<file path="src/rtl/counter_game_pkg.sv">
// Shared types and constants for the counter game referee and its tally sub-block.
package counter_game_pkg;

    typedef enum logic [1:0] {
        StIdle,
        StLoad,
        StRun,
        StDone
    } state_e;

    localparam logic [1:0] MODE_UP1 = 2'b00;
    localparam logic [1:0] MODE_UP2 = 2'b01;
    localparam logic [1:0] MODE_DN1 = 2'b10;
    localparam logic [1:0] MODE_DN2 = 2'b11;

    localparam logic [1:0] CHAMP_NONE   = 2'b00;
    localparam logic [1:0] CHAMP_LOSER  = 2'b01;
    localparam logic [1:0] CHAMP_WINNER = 2'b10;
    localparam logic [1:0] CHAMP_DRAW   = 2'b11;

    // Reverse the count direction while keeping the step size.
    function automatic logic [1:0] mode_flip(input logic [1:0] mode);
        logic [1:0] flipped;
        unique case (mode)
            MODE_UP1: flipped = MODE_DN1;
            MODE_UP2: flipped = MODE_DN2;
            MODE_DN1: flipped = MODE_UP1;
            default:  flipped = MODE_UP2;
        endcase
        return flipped;
    endfunction

endpackage

</file>
<file path="src/rtl/counter_game_referee_sat_tally.sv">
// Saturating score counter; at_max flags that this edge's increment lands on the maximum.
module sat_tally #(
    parameter int unsigned SCORE_W = 4
) (
    input  logic               clk,
    input  logic               rst_n,
    input  logic               clr,
    input  logic               inc,
    output logic [SCORE_W-1:0] value,
    output logic               at_max
);

    localparam logic [SCORE_W-1:0] MAX = '1;

    logic [SCORE_W-1:0] value_q, value_d;

    always_comb begin
        value_d = value_q;
        if (clr) begin
            value_d = '0;
        end else if (inc && (value_q != MAX)) begin
            value_d = value_q + 1'b1;
        end
    end

    always_ff @(posedge clk or negedge rst_n) begin
        if (!rst_n) begin
            value_q <= '0;
        end else begin
            value_q <= value_d;
        end
    end

    assign value  = value_q;
    assign at_max = inc && !clr && (value_q == MAX - 1'b1);

endmodule

</file>
<file path="src/rtl/counter_game_referee.sv">
// Game sequencer driving the multi-mode counter: seed load, timed direction flips,
// win/lose tallies and champion declaration.
module counter_game_referee
    import counter_game_pkg::*;
#(
    parameter int unsigned RUN_CYCLES = 16,
    parameter int unsigned SCORE_W    = 4
) (
    input  logic               clk,
    input  logic               rst_n,
    input  logic               start,
    input  logic [1:0]         mode_req,
    input  logic [3:0]         seed,
    input  logic               winner,
    input  logic               loser,
    input  logic               gameover,
    input  logic [1:0]         who,
    input  logic [3:0]         count,
    output logic [1:0]         ctrl_bus,
    output logic [3:0]         init_value,
    output logic               init,
    output logic [SCORE_W-1:0] win_tally,
    output logic [SCORE_W-1:0] lose_tally,
    output logic               busy,
    output logic               done,
    output logic [1:0]         champion
);

    localparam int unsigned         TIMER_W    = $clog2(RUN_CYCLES);
    localparam logic [TIMER_W-1:0]  TIMER_LAST = TIMER_W'(RUN_CYCLES - 1);

    state_e             state_q, state_d;
    logic [TIMER_W-1:0] timer_q, timer_d;
    logic [1:0]         ctrl_q, ctrl_d;
    logic [1:0]         champ_q, champ_d;
    logic [3:0]         initv_q, initv_d;
    logic               init_q, busy_q, done_q;

    logic tally_clr, win_inc, lose_inc, win_hit, lose_hit;

    // The counter value is observed for monitoring only.
    logic unused_count;
    assign unused_count = ^count;

    assign win_inc  = winner && (state_q == StRun);
    assign lose_inc = loser && (state_q == StRun);

    sat_tally #(
        .SCORE_W(SCORE_W)
    ) u_win_tally (
        .clk   (clk),
        .rst_n (rst_n),
        .clr   (tally_clr),
        .inc   (win_inc),
        .value (win_tally),
        .at_max(win_hit)
    );

    sat_tally #(
        .SCORE_W(SCORE_W)
    ) u_lose_tally (
        .clk   (clk),
        .rst_n (rst_n),
        .clr   (tally_clr),
        .inc   (lose_inc),
        .value (lose_tally),
        .at_max(lose_hit)
    );

    always_comb begin
        state_d   = state_q;
        timer_d   = timer_q;
        ctrl_d    = ctrl_q;
        champ_d   = champ_q;
        initv_d   = initv_q;
        tally_clr = 1'b0;

        unique case (state_q)
            StIdle, StDone: begin
                if (start) begin
                    state_d   = StLoad;
                    ctrl_d    = mode_req;
                    initv_d   = seed;
                    champ_d   = CHAMP_NONE;
                    timer_d   = '0;
                    tally_clr = 1'b1;
                end
            end
            StLoad: begin
                state_d = StRun;
            end
            StRun: begin
                if (gameover) begin
                    state_d = StDone;
                    champ_d = who;
                end else if (win_hit || lose_hit) begin
                    state_d = StDone;
                    if (win_hit && lose_hit) begin
                        champ_d = CHAMP_DRAW;
                    end else if (win_hit) begin
                        champ_d = CHAMP_WINNER;
                    end else begin
                        champ_d = CHAMP_LOSER;
                    end
                end else if (timer_q == TIMER_LAST) begin
                    ctrl_d  = mode_flip(ctrl_q);
                    timer_d = '0;
                end else begin
                    timer_d = timer_q + 1'b1;
                end
            end
            default: begin
                state_d = StIdle;
            end
        endcase
    end

    always_ff @(posedge clk or negedge rst_n) begin
        if (!rst_n) begin
            state_q <= StIdle;
            timer_q <= '0;
            ctrl_q  <= '0;
            champ_q <= '0;
            initv_q <= '0;
            init_q  <= 1'b0;
            busy_q  <= 1'b0;
            done_q  <= 1'b0;
        end else begin
            state_q <= state_d;
            timer_q <= timer_d;
            ctrl_q  <= ctrl_d;
            champ_q <= champ_d;
            initv_q <= initv_d;
            init_q  <= (state_d == StLoad);
            busy_q  <= (state_d == StLoad) || (state_d == StRun);
            done_q  <= (state_d == StDone);
        end
    end

    assign ctrl_bus   = ctrl_q;
    assign init_value = initv_q;
    assign init       = init_q;
    assign busy       = busy_q;
    assign done       = done_q;
    assign champion   = champ_q;

endmodule

</file>
<file path="config.mk">
export PLATFORM = sky130hd
export DESIGN_NAME = counter_game_referee
export DESIGN_NICKNAME = d
export VERILOG_FILES = /design/src/rtl/counter_game_pkg.sv /design/src/rtl/counter_game_referee_sat_tally.sv /design/src/rtl/counter_game_referee.sv
export SDC_FILE = /design/constraint.sdc
export NUM_CORES = 1
export LEC_CHECK = 0
export ABC_CLOCK_PERIOD_IN_PS = 5830
export CAP_MARGIN = 0
export CORE_MARGIN = 3
export CORE_UTILIZATION = 51
export DETAILED_ROUTE_END_ITERATION = 6
export PLACE_DENSITY = 0.94
export SLEW_MARGIN = 30
export SYNTH_ARGS = -nofsm -noshare
export SYNTH_HDL_FRONTEND = slang
export SYNTH_SLANG_ARGS = --single-unit
</file>
<file path="constraint.sdc">
create_clock -name clk -period 5.83 [get_ports clk]
set_input_delay 0.8745 -clock clk [delete_from_list [all_inputs] [get_ports clk]]
set_output_delay 0.8745 -clock clk [all_outputs]
set_load 0.1 [all_outputs]
</file>
## Word level (Yosys, flattened, before mapping)

Index checks and enable logic that the tools add are counted.

- Memories kept: 0
- Register bits: 25
- ROM bits: 0
- Output and inout port bits: 19
- Word-level logic and storage cells: 80
- Bits of input ports: 18
- Latch bits: 0
- Memory bits (writable): 0

- Shift operators: 0
- Div/mod/pow operators: 0
- Equal/unequal tests: 18
- Multiply operators: 0
- Mux-type cells: 27
- Bitwise operators: 0
- Reductions and logical operators: 22
- Magnitude comparators: 0
- $add $sub $neg: 3

Operator list:

| cell | count |
|---|---|
| 2-to-1 mux 4 bit | 8 |
| 2-to-1 mux 2 bit | 12 |
| adder 4 x 1 -> 4 bit, second input constant | 3 |
| == test 4 bit, second input constant | 3 |
| case mux 2 bit (3 select lines) | 2 |
| == test 2 bit, second input constant | 5 |
| logical AND 1 bit | 9 |
| != test 4 bit, second input constant | 2 |
| case mux 2 bit (2 select lines) | 2 |
| case mux 4 bit (2 select lines) | 1 |
| == test 2 x 1 -> 1 bit, second input constant | 3 |
| != test 2 bit, second input constant | 3 |
| nonzero test 2 bit | 3 |
| AND reduction 5 bit | 1 |
| zero test 2 bit | 2 |
| AND reduction 4 bit | 1 |
| != test 3 x 2 -> 1 bit, second input constant | 1 |
| AND reduction 3 bit | 1 |
| logical OR 1 bit | 2 |
| 2-to-1 mux 1 bit | 2 |
| != test 2 x 1 -> 1 bit, second input constant | 1 |
| AND reduction 2 bit | 1 |
| OR reduction 2 bit | 1 |
| zero test 1 bit | 1 |

## Logic depth before layout (Yosys ltp)

Gate-level depths: netlist of run 1.

- Word-level depth: 12
- Gate-level depth with buffers: 8
- Gate-level depth less buffers: 7

## Hierarchy

A second synthesis of run 1 with hierarchy kept.

- Cell total of the unflattened synthesis: 142
- Area, all modules: 1483.9 µm²

Modules (own cells, without submodules):

| module | cells each | area an instance (µm²) | instances |
|---|---|---|---|
| counter_game_referee | 94 | 975.9 | 1 |
| sat_tally | 24 | 254.0 | 2 |

## Least setup slack after synthesis of run 1

OpenSTA, ideal clock, no wires.

- Path type: reg2reg
- Start: register u_lose_tally.value_q[0] (netlist: u_lose_tally.value[0])
- End: register busy_q (netlist: busy)
- Period minus slack after synthesis: 2.420 ns
- Library setup time: 0.126 ns
- Data arrival time: 2.294 ns
- Slack: 3.410 ns
- Cell stages (with the launch flop): 7
- Required time: 5.704 ns
- Path through: dfrtp_1 inv_1 ha_1 a221oi_1 a21oi_1 o22a_2 ha_1

- Word-level cells in the longest chain between the ends: 8

RTL lines:

| what | line | RTL |
|---|---|---|
| start, declared | counter_game_referee_sat_tally.sv:15 | `logic [SCORE_W-1:0] value_q, value_d;` |
| start signal, assigned | counter_game_referee_sat_tally.sv:30 | `value_q <= value_d;` |
| == test 4 bit * | counter_game_referee_sat_tally.sv:35 | `assign at_max = inc && !clr && (value_q == MAX - 1'b1);` |
| logical AND 1 bit * | counter_game_referee_sat_tally.sv:35 |  |
| logical OR 1 bit * | counter_game_referee.sv:96 | `end else if (win_hit \|\| lose_hit) begin` |
| 2-to-1 mux 2 bit * | counter_game_referee.sv:96 |  |
| 2-to-1 mux 2 bit * | counter_game_referee.sv:93 | `if (gameover) begin` |
| case mux 2 bit (3 select lines) * | counter_game_referee.sv:78 | `unique case (state_q)` |
| net state_d[0] | counter_game_referee.sv:32 | `state_e state_q, state_d;` |
| == test 2 x 1 -> 1 bit or == test 2 bit (tied branches) | counter_game_referee.sv:135 | `busy_q <= (state_d == StLoad) \|\| (state_d == StRun);` |
| logical OR 1 bit * | counter_game_referee.sv:135 |  |
| end signal, assigned | counter_game_referee.sv:135 |  |
| end, declared | counter_game_referee.sv:37 | `logic init_q, busy_q, done_q;` |

The timed path passes the listed nets; every way through them passes the cells marked *.
A chain may end at the register's enable or synchronous reset.

## Worst setup path in the final report of run 1

- Start: register u_win_tally.value_q[2] (netlist: u_win_tally.value[2])
- End: output win_tally[2]

RTL lines:

| what | line | RTL |
|---|---|---|
| start, declared | counter_game_referee_sat_tally.sv:15 |  |
| start signal, assigned | counter_game_referee_sat_tally.sv:30 |  |
| end, declared | counter_game_referee.sv:22 | `output logic [SCORE_W-1:0] win_tally,` |

No word-level cell between the ends.

==> results of run 1 <==
metrics by stage:
step	util (%)	hold WS [ps]	worst slack (ps)
2_1_floorplan	-	493	3410
3_3_place_gp	68.4	459	3000
3_5_place_dp	68.2	467	2910
4_1_cts	69.3	499	2970
5_1_grt	69.3	524	2900
6_report	69.3	496	2970
routing by layer:
| layer | wire length [um] | part of all wire, % |
|---|---|---|
| met5 | 0 | 0 |
| met4 | 72 | 2.0 |
| met3 | 206 | 5.9 |
| met2 | 1910 | 54 |
| met1 | 1320 | 38 |
registers in the layout (all words and copies together), names as in the netlist:
name / cells
init_value: 4
init: 1
champion: 2
u_win_tally.value: 4
ctrl_bus: 2
busy: 1
timer_q: 4
done: 1
u_lose_tally.value: 4
state_q: 2
Yosys cell counts (2+ instances only):
cell type | number | share of area [%]
and3_1 | 3 | 1.3
inv_1 | 9 | 2.4
a311oi_1 | 2 | 1.3
nor2_1 | 11 | 2.9
nand3_1 | 8 | 2.9
o31ai_1 | 4 | 2.1
or3_1 | 3 | 1.3
o211ai_1 | 2 | 1.1
nor3_1 | 2 | 0.71
ha_1 | 9 | 8.0
and4_1 | 2 | 1.3
dfrtp_1 | 25 | 45
nand2b_1 | 2 | 0.89
nand2_1 | 19 | 5.1
o21ai_0 | 6 | 2.1
xnor2_1 | 4 | 2.5
and2_1 | 2 | 0.89
clkbuf_1 | 2 | 0.54
a21oi_1 | 8 | 2.9
final timing paths:
kind	startpoint	endpoint	slack, ps	depth (start not counted)
max	u_win_tally.value[2]$_DFFE_PN0P_	win_tally[2]	2970	1
min	init_value[3]$_DFFE_PN0P_	init_value[3]$_DFFE_PN0P_	500	2
max reg2reg	state_q[0]$_DFF_PN0_	busy$_DFF_PN0_	3320	7
min reg2reg	init_value[3]$_DFFE_PN0P_	init_value[3]$_DFFE_PN0P_	500	2
max in group asynchronous	rst_n	u_lose_tally.value[0]$_DFFE_PN0P_	4940	1
min in group asynchronous	rst_n	u_win_tally.value[2]$_DFFE_PN0P_	520	1
cell type report:
cell class	instances	area, um^2	area share, %
Inverter	9	33.8	1.92
Multi-Input combinational cell	108	724	41.1
Clock buffer	4	26.3	1.49
Timing Repair Buffer	32	315	17.9
Tap cell	30	37.5	2.13
Sequential cell	25	626	35.5
cell families (layout without fill, tap and decap cells):
family                     Yosys count  in the layout  synth area share, %
AOI/OAI and AO/OA                   31             31                 15.5
xor gates and xnor gates             5              5                 3.13
adders and majority gates            9              9                 8.04
buffers and inverters               13             45                 3.57
DFF                                 25             25                 44.7
muxes                                2              2                 1.52
and+or+nand+nor                     61             61                 23.5
==> results.md, run 1 <==
* Seq/Total Area, Yosys at 44.7%
* Detailed Routing Iterations Pass 1 at 4
* PortBufs at 32
* Startpoint Class: register
* Inserted Clock Buffers at 3
* WL/cell at 16.9 um
* Fin. Hold Viols at 0
* WP data required at 4960 ps
* Largest stage delay, worst path at 1180 ps
* Largest net degree at the start of global routing at 26
* Post-synth cell types at 42
* Met3 usage at 3.51%
* Fillcell total at 199
* Final worst path period share at 49.1%
* Mapped Area at 1400 um^2
* Grt ovf at 0
* CORE AREA at 2540 um^2
* Clock period minus worst slack at 2860 ps
* Clk_skew at 6.65 ps
* Worst setup EP type: output pin
* Status: completed
* Number of global-route vias before repair at 1332
* Initial antenna violation count at 0
* Root Buffer: clkbuf_4
* Die area at 3410 um^2
* Die Y at 58.4 um
* # H-tree levels at 1
* Layout cells sized above 1 at 7.30%
* Most frequent cells in the layout: 31 x clkdlybuf4s50_1, 25 x dfrtp_1, 19 x nand2_1, 11 x nor2_1
* Avg Cell Area, Syn at 9.59 um^2
* Buffers & Inverters on Critical Path at 1
* Cts repair resizes at 0
* Starting Density at 55.0%
* Worst path cell trace: clkdlybuf4s50_1
* CP Class: reg -> out
* Top_reg_cell synth: dfrtp_1
* Syn Nets at 173
* Post-synth EDFFs at 0
* Clock transition at path regs at 140 ps
* Antenna Violating Nets Remaining at 0
* GRT Overall Usage at 23.1%
* First-pass GRT wire length at 6110 um
* Worst path arrival time at 1990 ps
* Synth async-reset ratio at 100%
* Initial DRC count at 42
* FF+latch count, synth at 25
* Final Routed Wirelength at 3520 um
* Nets at 206
* Slew @ Worst Pin at 1010 ps
* Clk buf depth at 2
* Post-CTS Repair Setup Buffers at 0
* Hold buffer count at cts at 0
* Global routing's busiest layer: met2
* Area delta synth->final at 25.9%
* Worst skew pair latency at 320 ps
* Rows at 18
* Max-Cap Viols at 0
* Ant diodes at 0
* Cells after synthesis at 146
* Clock Sink Count at 25
* DP Area at 1740 um^2
* Most common cell after layout, fill and taps aside: clkdlybuf4s50_1
* Met1 usage at 26.9%
* DR vias/cell at 6.17
* CTS tree: built
* CP max FO at 6
* YS warnings at 0
* HP Class: reg -> reg
* Die W at 58.4 um
* Post-DP HPWL at 2590 um
* Via count at 1283
* I/O pin count at 37
* # DRC at 0
* Setup TNS at 0 ps
* CP max stage cell: clkdlybuf4s50_1
* GP Congestion at 0.903
* Post-route cell area at 1760 um^2
* Max-slew headroom at 32.2%
* Global routing usage on met2 at 42.3%
* Final setup vio count at 0
* Fin. max-slew vios at 0
* Fin cells at 208
* CP top delay family: buffers and inverters
* Dpl cells at 204
* Fmax at 0.349 GHz
* RSZ-0062 raised after global routing: no
Power of run 1 is not shown: default switching activity piles up to over one toggle a cycle in this logic, so the estimate is an artifact.
==> run 2: changes to the inputs <==
--- a/config.mk
+++ b/config.mk
@@ -5,12 +5,12 @@
 export SDC_FILE = /design/constraint.sdc
 export NUM_CORES = 1
 export LEC_CHECK = 0
-export ABC_CLOCK_PERIOD_IN_PS = 5830
+export ABC_CLOCK_PERIOD_IN_PS = 2400
 export CAP_MARGIN = 0
 export CORE_MARGIN = 3
-export CORE_UTILIZATION = 51
+export CORE_UTILIZATION = 43
 export DETAILED_ROUTE_END_ITERATION = 6
-export PLACE_DENSITY = 0.94
+export PLACE_DENSITY = 0.86
 export SLEW_MARGIN = 30
 export SYNTH_ARGS = -nofsm -noshare
 export SYNTH_HDL_FRONTEND = slang
==> constraint.sdc (replaced) <==
create_clock -name clk -period 2.4 [get_ports clk]
set_input_delay 0.36 -clock clk [delete_from_list [all_inputs] [get_ports clk]]
set_output_delay 0.36 -clock clk [all_outputs]
set_load 0.1 [all_outputs]
==> run 2 against run 1 <==
Effect of this change: utilization is 11 points lower; count of clock-buffer cells in the layout stayed put; die area is 17% higher; global-route usage is 6.3 points lower; non-clock buffer count is 6 higher; sequential share of layout area is 0.35 points lower; wire length is 12% lower; via count is 5.4% lower.
==> results.md, run 2 (synthesized netlist as in run 1, its figures left out) <==
* Fmax at 0.458 GHz
* Root Buffer: clkbuf_4
* Clk buf depth at 2 (unchanged)
* Fillcell total at 260 (+31%)
* Worst skew pair latency at 320 ps (about the same)
* Worst path arrival time at 2410 ps (+420 ps)
* Clock Sink Count at 25 (unchanged)
* Reg area at 627 um^2 (+0.20%)
* Number of global-route vias before repair at 1205 (-9.5%)
* Startpoint Class: register
* CORE AREA at 3080 um^2 (+21%)
* CTS tree: built
* Inserted Clock Buffers at 3 (unchanged)
* Most common cell after layout, fill and taps aside: buf_4
* Post-CTS Repair Setup Buffers at 0 (unchanged)
* Rows at 20 (+2)
* Clock period minus worst slack at 2180 ps
* HP Class: in -> async
* Max-Cap Viols at 0 (unchanged)
* # H-tree levels at 1 (unchanged)
* PortBufs at 32 (unchanged)
* CP top delay family: compound AO/OA/AOI/OAI gates
* Final setup vio count at 0 (unchanged)
* Die Y at 63.1 um (+8.0%)
* WP data required at 2620 ps (-2340 ps)
* RSZ-0062 raised after global routing: no
* Post-DP HPWL at 2450 um (-5.8%)
* Buffers & Inverters on Critical Path at 1 (unchanged)
* # DRC at 0 (unchanged)
* Most frequent cells in the layout: 25 x buf_4, 24 x dfrtp_1, 19 x nand2_1, 13 x clkdlybuf4s50_1, 11 x nor2_1
* Detailed Routing Iterations Pass 1 at 4 (unchanged)
* Clk_skew at 2.95 ps (-3.70 ps)
* Slew @ Worst Pin at 435 ps (-579 ps)
* Worst path cell trace: inv_1, ha_1, and4_1, a221oi_1, a21oi_1, o22a_2, ha_1
* Largest stage delay, worst path at 440 ps (-740 ps)
* Grt ovf at 0 (unchanged)
* Initial antenna violation count at 0 (unchanged)
* Crit path top cell by count: ha_1
* Max-slew headroom at 70.9% (+39 points)
* GRT Overall Usage at 16.7% (-6.3 points)
* Cts repair resizes at 0 (unchanged)
* Final worst path period share at 91.0%
* GP Congestion at 0.844 (-6.5%)
* I/O pin count at 37 (unchanged)
* Worst setup EP type: register
* Die area at 3980 um^2 (+17%)
* DR vias/cell at 5.32 (-14%)
* Status: completed
* Ant diodes at 0 (unchanged)
* Fin. Hold Viols at 0 (unchanged)
* Via count at 1214 (-5.4%)
* CP max stage cell: a221oi_1
* Starting Density at 45.5% (-9.5 points)
* Clock transition at path regs at 130 ps (about the same)
* Antenna Violating Nets Remaining at 0 (unchanged)
* Hold buffer count at cts at 0 (unchanged)
* Largest net degree at the start of global routing at 16 (-38%)
* First-pass GRT wire length at 5420 um (-11%)
* Multi-input gate area at 724 um^2 (unchanged)
* Area delta synth->final at 27.4%
* Nets at 212 (+2.9%)
* WL/cell at 13.6 um (-20%)
* CP Class: reg -> reg
* Fin. max-slew vios at 0 (unchanged)
* Final Routed Wirelength at 3100 um (-12%)
* Initial DRC count at 73 (+74%)
* Layout cells sized above 1 at 20.7% (+13 points)
* Die W at 63.1 um (+8.0%)
* Setup TNS at 0 ps (unchanged)
* CP max FO at 5 (-1)
run 2: cell count changes in the layout (fill, tap and decap cells not counted), sizes merged:
cell	before	now
clkdlybuf4s50	31	13
buf	1	25
run 2: metrics by stage:
step	instance area (um^2)	util (%)	cells	hold WS (ps)	setup slack [ps]
3_5_place_dp	1760	57.1	224	468	177
6_report	1780	58.0	228	320	216
4_1_cts	1780	58.0	228	321	214
3_3_place_gp	1760	57.1	224	461	211
2_1_floorplan	1400	-	146	64.4	5.29
5_1_grt	1780	58.0	228	336	68.5
run 2: final cells by class:
cell class | count | share of cell area, %
clock buffer | 4 | 1.47
inverter | 9 | 1.89
multi-input combinational | 108 | 40.6
sequential | 25 | 35.1
tap | 44 | 3.09
timing repair buffer | 38 | 17.8
run 2: layer usage:
| metal | GRT usage (%) | wire (um) | vias up |
|---|---|---|---|
| met5 | 0 | 0 | - |
| met4 | 4.96 | 36 | 0 |
| met3 | 3.21 | 117 | 4 |
| met2 | 28.6 | 1610 | 26 |
| met1 | 21.4 | 1330 | 591 |
| li1 | - | - | 593 |
run 2: worst reg2reg max path, cell delays in order, from the launching register on:
cell and delay (ps):
dfrtp_1 400, inv_1 50, ha_1 240, and4_1 280
a221oi_1 440, a21oi_1 150, o22a_2 240, ha_1 290
run 2: final timing paths:
path                            slack [ps]                      start  cells after the start                               end
max in group asynchronous             1570                      rst_n                      2            timer_q[0]$_DFFE_PN0P_
worst max register to register         220       state_q[0]$_DFF_PN0_                      7                    busy$_DFF_PN0_
worst min-delay path                   320                      rst_n                      1  u_win_tally.value[0]$_DFFE_PN0P_
worst min register to register         500  init_value[0]$_DFFE_PN0P_                      2         init_value[0]$_DFFE_PN0P_
min in group clk                       500  init_value[0]$_DFFE_PN0P_                      2         init_value[0]$_DFFE_PN0P_
worst max-delay path                   220       state_q[0]$_DFF_PN0_                      7                    busy$_DFF_PN0_
Power of run 2 is left out for the same reason.
==> run 3: changes to the inputs <==
--- a/config.mk
+++ b/config.mk
@@ -10,6 +10,7 @@
 export CORE_MARGIN = 3
 export CORE_UTILIZATION = 43
 export DETAILED_ROUTE_END_ITERATION = 6
+export HOLD_SLACK_MARGIN = 0.12
 export PLACE_DENSITY = 0.86
 export SLEW_MARGIN = 30
 export SYNTH_ARGS = -nofsm -noshare
==> results of run 3 <==
The final DEF is identical to that of run 2; final timing and power are the same.
Power of run 3 is left out for the same reason.
